**src/rtl/jtframe_romarb_pkg.sv**
```systemverilog
// jtframe_romarb shared types: FSM states, index width and slot offset helpers.
// Offsets are carried in a fixed-width container so one helper serves any SLOTS/SDRAM_AW.
package jtframe_romarb_pkg;

  typedef enum logic [1:0] {
    IDLE = 2'd0,
    REQ  = 2'd1,
    WAIT = 2'd2
  } st_t;

  localparam int MAX_SLOTS = 8;
  localparam int MAX_AW    = 32;
  localparam int OFF_W     = MAX_SLOTS * MAX_AW;

  function automatic int idx_w(input int n);
    return (n > 1) ? $clog2(n) : 1;
  endfunction

  function automatic logic [MAX_AW-1:0] slot_offset(
    input logic [OFF_W-1:0] offs,
    input int               aw,
    input int               s
  );
    logic [OFF_W-1:0]  sh;
    logic [MAX_AW-1:0] m;
    sh = offs >> (s * aw);
    m  = {MAX_AW{1'b1}} >> (MAX_AW - aw);
    return sh[MAX_AW-1:0] & m;
  endfunction

endpackage

```
**src/rtl/jtframe_romarb_pick.sv**
```systemverilog
// jtframe_romarb_pick: combinational fixed / round-robin slot picker.
// In: pend (SLOTS), ptr (IW). Out: valid, idx (IW).
module jtframe_romarb_pick #(
  parameter int SLOTS = 4,
  parameter bit RR    = 1'b0,
  parameter int IW    = 2
)(
  input  logic [SLOTS-1:0] pend,
  input  logic [IW-1:0]    ptr,
  output logic             valid,
  output logic [IW-1:0]    idx
);

  logic [IW-1:0] lo;
  logic [IW-1:0] hi;
  logic          hi_v;

  // lo: lowest pending overall; hi: lowest pending at/after ptr.
  // Round-robin wraps to lo when nothing sits at/after ptr.
  always_comb begin
    lo   = '0;
    hi   = '0;
    hi_v = 1'b0;
    for (int i = SLOTS - 1; i >= 0; i--) begin
      if (pend[i]) lo = IW'(i);
      if (pend[i] && (!RR || IW'(i) >= ptr)) begin
        hi   = IW'(i);
        hi_v = 1'b1;
      end
    end
    valid = |pend;
    idx   = hi_v ? hi : lo;
  end

endmodule

```
**src/rtl/jtframe_romarb.sv**
```systemverilog
// jtframe_romarb: N-slot SDRAM read arbiter with a one-entry cache per slot.
// Ports: slot_cs/addr in, slot_ok/dout out; sdram_req/addr out, ack/dst/rdy/read in.
module jtframe_romarb
  import jtframe_romarb_pkg::*;
#(
  parameter int                        SLOTS    = 4,
  parameter int                        AW       = 17,
  parameter int                        SDRAM_AW = 22,
  parameter logic [SLOTS*SDRAM_AW-1:0] OFFSETS  = '0,
  parameter bit                        RR       = 1'b0
)(
  input  logic                  clk,
  input  logic                  rst_n,
  input  logic                  downloading,
  input  logic [SLOTS-1:0]      slot_cs,
  input  logic [SLOTS*AW-1:0]   slot_addr,
  output logic [SLOTS-1:0]      slot_ok,
  output logic [SLOTS*32-1:0]   slot_dout,
  output logic                  sdram_req,
  output logic [SDRAM_AW-1:0]   sdram_addr,
  input  logic                  sdram_ack,
  input  logic                  data_dst,
  input  logic                  data_rdy,
  input  logic [15:0]           data_read
);

  localparam int IW = idx_w(SLOTS);

  st_t st, st_nx;

  logic [AW-1:0]       saddr [SLOTS];
  logic [SDRAM_AW-1:0] faddr [SLOTS];
  logic [AW-1:0]       tag   [SLOTS];
  logic [31:0]         data  [SLOTS];
  logic [SLOTS-1:0]    valid;
  logic [SLOTS-1:0]    hit;
  logic [SLOTS-1:0]    pend;

  logic          pick_v;
  logic [IW-1:0] pick_idx;
  logic [IW-1:0] ptr;
  logic [IW-1:0] win;
  logic [AW-1:0] tag_l;
  logic [31:0]   fill;
  logic [31:0]   fill_nx;
  logic          drop;
  logic          go;
  logic          commit;

  for (genvar s = 0; s < SLOTS; s++) begin : g_slot
    localparam logic [SDRAM_AW-1:0] OFF =
      SDRAM_AW'(slot_offset(OFF_W'(OFFSETS), SDRAM_AW, s));
    assign saddr[s] = slot_addr[s*AW +: AW];
    assign hit[s]   = slot_cs[s] & valid[s] & (tag[s] == saddr[s]);
    assign faddr[s] = OFF + SDRAM_AW'({saddr[s], 1'b0});
    assign slot_dout[s*32 +: 32] = data[s];
  end

  assign pend = slot_cs & ~hit;

  jtframe_romarb_pick #(
    .SLOTS (SLOTS),
    .RR    (RR),
    .IW    (IW)
  ) u_pick (
    .pend  (pend),
    .ptr   (ptr),
    .valid (pick_v),
    .idx   (pick_idx)
  );

  assign go      = (st == IDLE) & ~downloading & pick_v;
  // drop: a download touched this fetch, so its data must not be cached
  assign commit  = (st == WAIT) & data_rdy & ~drop & ~downloading;
  assign fill_nx = data_dst ? {data_read, fill[31:16]} : fill;

  always_ff @(posedge clk or negedge rst_n) begin
    if (!rst_n) st <= IDLE;
    else        st <= st_nx;
  end

  always_comb begin
    st_nx = st;
    unique case (st)
      IDLE:    if (go)        st_nx = REQ;
      REQ:     if (sdram_ack) st_nx = WAIT;
      WAIT:    if (data_rdy)  st_nx = IDLE;
      default:                st_nx = IDLE;
    endcase
  end

  always_comb begin
    sdram_req = (st == REQ);
  end

  always_ff @(posedge clk or negedge rst_n) begin
    if (!rst_n) begin
      win        <= '0;
      tag_l      <= '0;
      sdram_addr <= '0;
      fill       <= '0;
      drop       <= 1'b0;
      ptr        <= '0;
    end else begin
      if (go) begin
        win        <= pick_idx;
        tag_l      <= saddr[pick_idx];
        sdram_addr <= faddr[pick_idx];
        drop       <= 1'b0;
        if (RR && SLOTS > 1)
          ptr <= (pick_idx == IW'(SLOTS - 1)) ? '0 : pick_idx + 1'b1;
      end
      if (st != IDLE && downloading) drop <= 1'b1;
      if (st == WAIT && data_dst) fill <= fill_nx;
    end
  end

  always_ff @(posedge clk or negedge rst_n) begin
    if (!rst_n) begin
      valid   <= '0;
      slot_ok <= '0;
      for (int s = 0; s < SLOTS; s++) begin
        tag[s]  <= '0;
        data[s] <= '0;
      end
    end else begin
      slot_ok <= downloading ? '0 : hit;
      if (commit) begin
        data[win]  <= fill_nx;
        tag[win]   <= tag_l;
        valid[win] <= 1'b1;
      end
      if (downloading) valid <= '0;
    end
  end

endmodule

```
**config.mk**
```make
export PLATFORM = sky130hd
export DESIGN_NAME = jtframe_romarb
export DESIGN_NICKNAME = d
export VERILOG_FILES = /design/src/rtl/jtframe_romarb_pkg.sv /design/src/rtl/jtframe_romarb_pick.sv /design/src/rtl/jtframe_romarb.sv
export SDC_FILE = /design/constraint.sdc
export NUM_CORES = 1
export LEC_CHECK = 0
export CAP_MARGIN = 10
export CORE_AREA = 2 2 150 152
export CTS_BUF_LIST = sky130_fd_sc_hd__clkbuf_2
export DETAILED_ROUTE_END_ITERATION = 16
export DIE_AREA = 0 0 152 154
export GPL_TIMING_DRIVEN = 0
export PLACE_DENSITY = 0.91
export REMOVE_ABC_BUFFERS = 1
export SKIP_LAST_GASP = 1
export SLEW_MARGIN = 0
export SYNTH_ARGS = -nofsm -noshare
export SYNTH_HDL_FRONTEND = slang
export SYNTH_SLANG_ARGS = --single-unit
```
**constraint.sdc**
```tcl
create_clock -name clk -period 3.2 [get_ports clk]
set_input_delay 0.32 -clock clk [delete_from_list [all_inputs] [get_ports clk]]
set_output_delay 0.32 -clock clk [all_outputs]
set_load 0.02 [all_outputs]
```
## After elaboration in Yosys (flattened, before gate mapping)

Index checks and enable logic that the tools add are counted.

| storage, ports and cells | value |
|---|---|
| register bits | 280 |
| bits in latches | 0 |
| bits in writable memories | 0 |
| memory bits (read-only) | 0 |
| word-level logic and storage cells | 88 |
| memories | 0 |

| cells by class | value |
|---|---|
| $add $sub $neg | 0 |
| multipliers | 0 |
| divide/modulo/power cells | 0 |
| order comparisons | 5 |
| equality and inequality tests | 9 |
| shift-type cells | 0 |
| mux-type cells | 28 |
| bitwise logic cells | 20 |
| reduce and logical (&&, ||, !) cells | 10 |

Operators by type and width:

| kind | number |
|---|---|
| bitwise mux 128 bit | 1 |
| bitwise mux 68 bit | 1 |
| == test 17 bit | 4 |
| demux 32 bit (select 2 bit) | 1 |
| two-way mux 32 bit | 2 |
| two-way mux 17 bit | 3 |
| binary-select mux 22 bit (select 2 bit) | 1 |
| two-way mux 22 bit | 2 |
| binary-select mux 17 bit (select 2 bit) | 1 |
| demux 17 bit (select 2 bit) | 1 |
| two-way mux 2 bit | 7 |
| bitwise AND 1 bit | 13 |
| two-way mux 4 bit | 3 |
| >= comparator 3 bit (second input constant) | 2 |
| inverter 2 -> 3 bit | 2 |
| case mux 2 bit (3 select lines) | 1 |
| nonzero test 2 bit | 3 |
| bitwise AND 4 bit | 1 |
| logical AND 1 bit | 4 |
| inequality test 2 bit (second input constant) | 2 |
| inverter 4 bit | 1 |
| bitwise OR 4 bit | 1 |
| OR reduction 4 bit | 1 |
| < comparator 2 x 3 -> 1 bit (second input constant) | 1 |
| 10 further kinds | 13 |

## Longest topological paths before layout

| logic depth | value |
|---|---|
| depth in word-level cells | 12 |
| depth in mapped cells | 9 |
| depth with buffers taken out | 7 |

## Modules after synthesis

A second synthesis with hierarchy kept.

| second synthesis, totals | value |
|---|---|
| cell total of the unflattened synthesis | 742 |
| area total of the unflattened synthesis | 11214.5 sq um |

By module, submodules not included:

| module | times used | cells each | area each (sq um) | sequential area each (sq um) |
|---|---|---|---|---|
| jtframe_romarb | 1 | 735 | 11179.5 | 6456.2 |
| jtframe_romarb_pick | 1 | 7 | 35.0 | 0.0 |

## Worst setup path before layout

No wires, ideal clock.

| path | value |
|---|---|
| kind | reg-to-reg |
| start | register tag[29] (netlist bit) |
| end | register sdram_addr[14] |
| library setup time | 127 ps |
| arrival | 2263 ps |
| data required time | 3073 ps |
| path slack | 811 ps |
| cell stages (with the launch flop) | 9 |
| path buffers | 1 |
| cell sequence | dfrtp_1 xor2_1 nor4_1 nand3_1 o41a_4 buf_6 or3_1 a221oi_1 o31ai_1 |

| on the way | value |
|---|---|
| cells in the longest elaborated chain, start to end | 11 |

Ends and longest elaborated chain:

| what | RTL line | RTL |
|---|---|---|
| start: declaration | jtframe_romarb.sv:33 | `logic [AW-1:0] tag [SLOTS];` |
| start signal: indexed assignment | jtframe_romarb.sv:130 | `tag[win] <= tag_l;` |
| == test 17 bit (*) | jtframe_romarb.sv:54 | `assign hit[s] = slot_cs[s] & valid[s] & (tag[s] == saddr[s]);` |
| bitwise AND 1 bit (*) | jtframe_romarb.sv:54 |  |
| inverter 4 bit (*) | jtframe_romarb.sv:59 | `assign pend = slot_cs & ~hit;` |
| bitwise AND 4 bit (*) | jtframe_romarb.sv:59 |  |
| two-way mux 2 bit (3 in a row) | jtframe_romarb_pick.sv:25, jtframe_romarb_pick.sv:26 |  |
| inverter 2 -> 3 bit (implied by the code) | jtframe_romarb.sv:108 | `sdram_addr <= faddr[pick_idx];` |
| binary-select mux 22 bit (select 2 bit) | jtframe_romarb.sv:108 |  |
| two-way mux 22 bit (implied by the code) (2 in a row) | jtframe_romarb.sv:108 |  |
| end signal: assignment | jtframe_romarb.sv:108 |  |
| end: declaration | jtframe_romarb.sv:20 | `output logic [SDRAM_AW-1:0] sdram_addr,` |

Every way passes the cells marked *; elsewhere a longest branch is shown, timed or not. The select of a mux whose other input is x is not followed.
A chain may end at the register's enable or synchronous reset.

## Final worst setup path

| path | value |
|---|---|
| start | register tag[17] (netlist bit) |
| end | register sdram_addr[6] |

Same word-level chain as after synthesis.

==> out/results.ini <==
[clocking]
cts_made_buffers = 68
cts.htree.levels = 3
cts_tree = built
clockBufferDepth = 3
cts_root_buf = clkbuf_2
cts.clk_slew.worst_paths_ns = 0.12
cts.sinks = 258
clock_latency_ns = 0.79

[pwr]
power_frac_seq_pct = 43.6
switching_share_pct = 37.70
combPwrFrac_pct = 37.1
switchingPower_mw = 4.436
vdd_drop_max_v = 0.0004697
power_density_mw_per_mm2 = 791.8
total_power_mw = 11.76
p_clk_share_pct = 19.3
internal-power_mw = 7.329
leakagePower_nw = 6.884

[global_route]
antenna_found_initial = 3
grt_pass1_wl_um = 50250
grt_pass1_vias = 9327
grt_max_degree = 102
grt_util_all_layers_pct = 26.89
gr-total-overflow = 0

[synth]
synth-xor-area-share_pct = 5.268
synth_area_per_cell_sq_um = 11.26
synth_edf_count = 0
synthArstFlopShare_pct = 100.0
seq_area_frac_synth_pct = 57.11
synthMuxAreaShare_pct = 12.50
synth_area_sq_mm = 0.01130
synth_flop_cell = dfrtp_1
synth_compound_area_share_pct = 11.78
ys_types = 43
synth_fa_ha_area_share_pct = 0
ys_ff_latch = 258
ys_warn_count = 0
netlist_instances = 1004
synth_top_family_by_area = multiplexers
synth-simple-area-share_pct = 10.35

[floorplan]
die_w_um = 152
rows = 54
core_area_sq_mm = 0.02169
io_pins = 249
start_util_pct = 52.12
die_area_sq_mm = 0.02341
die_h_um = 154

[timing]
hold_viol_final = 0
worst_slew_margin_rel_pct = 35.20
finalCriticalPeriod_ns = 3.130
setup_violations = 0
setup_slack_ns = 0.06983
timing.fmax_mhz = 319.5
timing.hold.ws_ns = 0.07547
min_period_over_period_pct = 97.82
tightestPinTransition_ns = 0.9667
clock_skew_ns = 0.09780
maxSlewViolCount = 0

[status]
status = complete, no violations

[cells_and_area]
final_util_pct = 68.51
drive_above_1_share_pct = 17.88
fin_nets = 1373
layout_common_cells = 258 x dfrtp_1, 241 x clkdlybuf4s50_1, 109 x nor2_1
nFillCells = 1520
syn2layout_area_growth_pct = 31.43
fin_cells = 1604
final_common_cell = dfrtp_1

[placed_design]
numPortBuffers = 243
place_ws_ns = -0.6619
placed_cells = 1484
gp_congestion = 0.8883
hpwl_um = 21950

[detailed_routing]
wl_per_cell_um = 19.69
drt_iter0_drc = 648
dr_total_vias = 9161
ant_nets = 0
vias_per_cell = 5.711
firstDrtPassIters = 5
wirelength_um = 31580
route.detailed.drc = 0

[min_path]
hold_path_class = input pin to asynchronous set/reset pin

[critical_path]
critPathRequiredTime_ns = 3.80
critical_path.max_fanout = 26
worstSetupPathType = flop to flop
r2r_slack_ns = 0.07
crit_path_end_kind = flop
critPathLaunchType = flop
arrival_ns = 3.73

[flow_run]
drv_cap = 0

-- power groups by stage --
stage / sequential [mW] / combinational (mW) / clock (mW)
2_1_floorplan: 5.71 / 1.64 / 0
3_3_place_gp: 5.12 / 4.17 / 0
3_5_place_dp: 5.19 / 4.32 / 0
4_1_cts: 5.12 / 4.36 / 2.32
5_1_grt: 5.28 / 4.66 / 2.49
6_report: 5.13 / 4.37 / 2.27
-- kinds of logic (layout without fill, tap and decap cells) --
kind of cell | Yosys count | after routing
AOI/OAI and AO/OA | 217 | 217
xor gates and xnor gates | 68 | 68
buffers and inverters | 78 | 390
DFF | 258 | 258
muxes | 129 | 129
other | 1 | 9
and+or+nand+nor | 253 | 253
-- sequential cells by signal (all words and copies together) (netlist names) --
name and flops:
valid 4, sdram_addr 17, slot_ok 4, fill 32
tag 68, st 2, drop 1, slot_dout 128
win 2
-- stage by stage --
stage / TNS (ns) / area, sq um
6_report: 0 / 14860
3_3_place_gp: -3053.55 / 13820
3_5_place_dp: -11.98 / 14190
4_1_cts: 0 / 14810
2_1_floorplan: -194.37 / 11030
5_1_grt: -0.06012 / 14860
-- synth_stat cells, types with 4 or more instances --
master | number | area (sq um)
o21ai_0 | 46 | 230.2
o211ai_1 | 23 | 172.7
buf_2 | 4 | 20.02
buf_1 | 9 | 33.78
dfrtp_1 | 258 | 6456
nor2_1 | 111 | 416.7
nor3_1 | 5 | 25.02
a21oi_1 | 97 | 485.5
nor3b_1 | 16 | 120.1
or3_1 | 10 | 62.56
and2_1 | 8 | 50.05
mux2_2 | 97 | 1092
nand2_1 | 61 | 229.0
inv_1 | 13 | 48.80
a221oi_1 | 9 | 78.83
nor4_1 | 25 | 156.4
clkbuf_1 | 43 | 161.4
mux2i_1 | 32 | 320.3
xor2_1 | 57 | 499.2
xnor2_1 | 11 | 96.34
nand3_1 | 7 | 35.03
o31ai_1 | 18 | 135.1
buf_4 | 8 | 60.06
o21a_1 | 12 | 90.09
-- routing by layer --
metal | up-vias | GRT usage, % | part of all wire [%]
met5 | - | 0 | 0
met4 | 0 | 14.02 | 4.2
met3 | 91 | 7.694 | 8.8
met2 | 451 | 42.39 | 48
met1 | 4507 | 34.06 | 39
li1 | 4112 | - | -
-- critical path, stage by stage, from the launching register on --
cell      delay [ns]
dfrtp_1         0.41
xor2_1          0.17
nor4_1          0.47
nand3_1         0.32
o41a_4          0.73
o41ai_4         0.47
buf_4           0.24
nand2_1         0.06
o211ai_1        0.09
-- repair_timing --
action                                 4_1_cts  5_1_grt
setup endpoints to repair                   21       18
gates resized for setup                      0        3
cloned                                       0        0
pin swaps                                    1        1
setup buffers                                2        2
endpoints found under the hold margin      218        0
hold buffers                                 1        0
-- final timing paths --
kind / end / start / cells after the start
worst max register to register: sdram_addr[6]$_DFFE_PN0P_ / tag[17]$_DFFE_PN0P_ / 8
worst min register to register: valid[1]$_DFFE_PN0P_ / valid[1]$_DFFE_PN0P_ / 1
max in group asynchronous: slot_dout[65]$_DFFE_PN0P_ / rst_n / 3
min in group clk: st[1]$_DFFE_PN0P_ / data_rdy / 2
worst max-delay path: sdram_addr[6]$_DFFE_PN0P_ / tag[17]$_DFFE_PN0P_ / 8
worst min-delay path: tag[19]$_DFFE_PN0P_ / rst_n / 2
-- final cells by class --
class	count	area (sq um)	share of cell area (%)
Clock inverter	21	137.6	0.9263
Tap cell	280	350.3	2.358
Multi-Input combinational cell	672	4617	31.07
Sequential cell	258	6456	43.45
Inverter	13	48.80	0.3284
Timing Repair Buffer	266	2788	18.76
Antenna cell	4	10.01	0.06737
Clock buffer	90	450.4	3.032
Note: power is estimated with default switching activity, not from simulation.
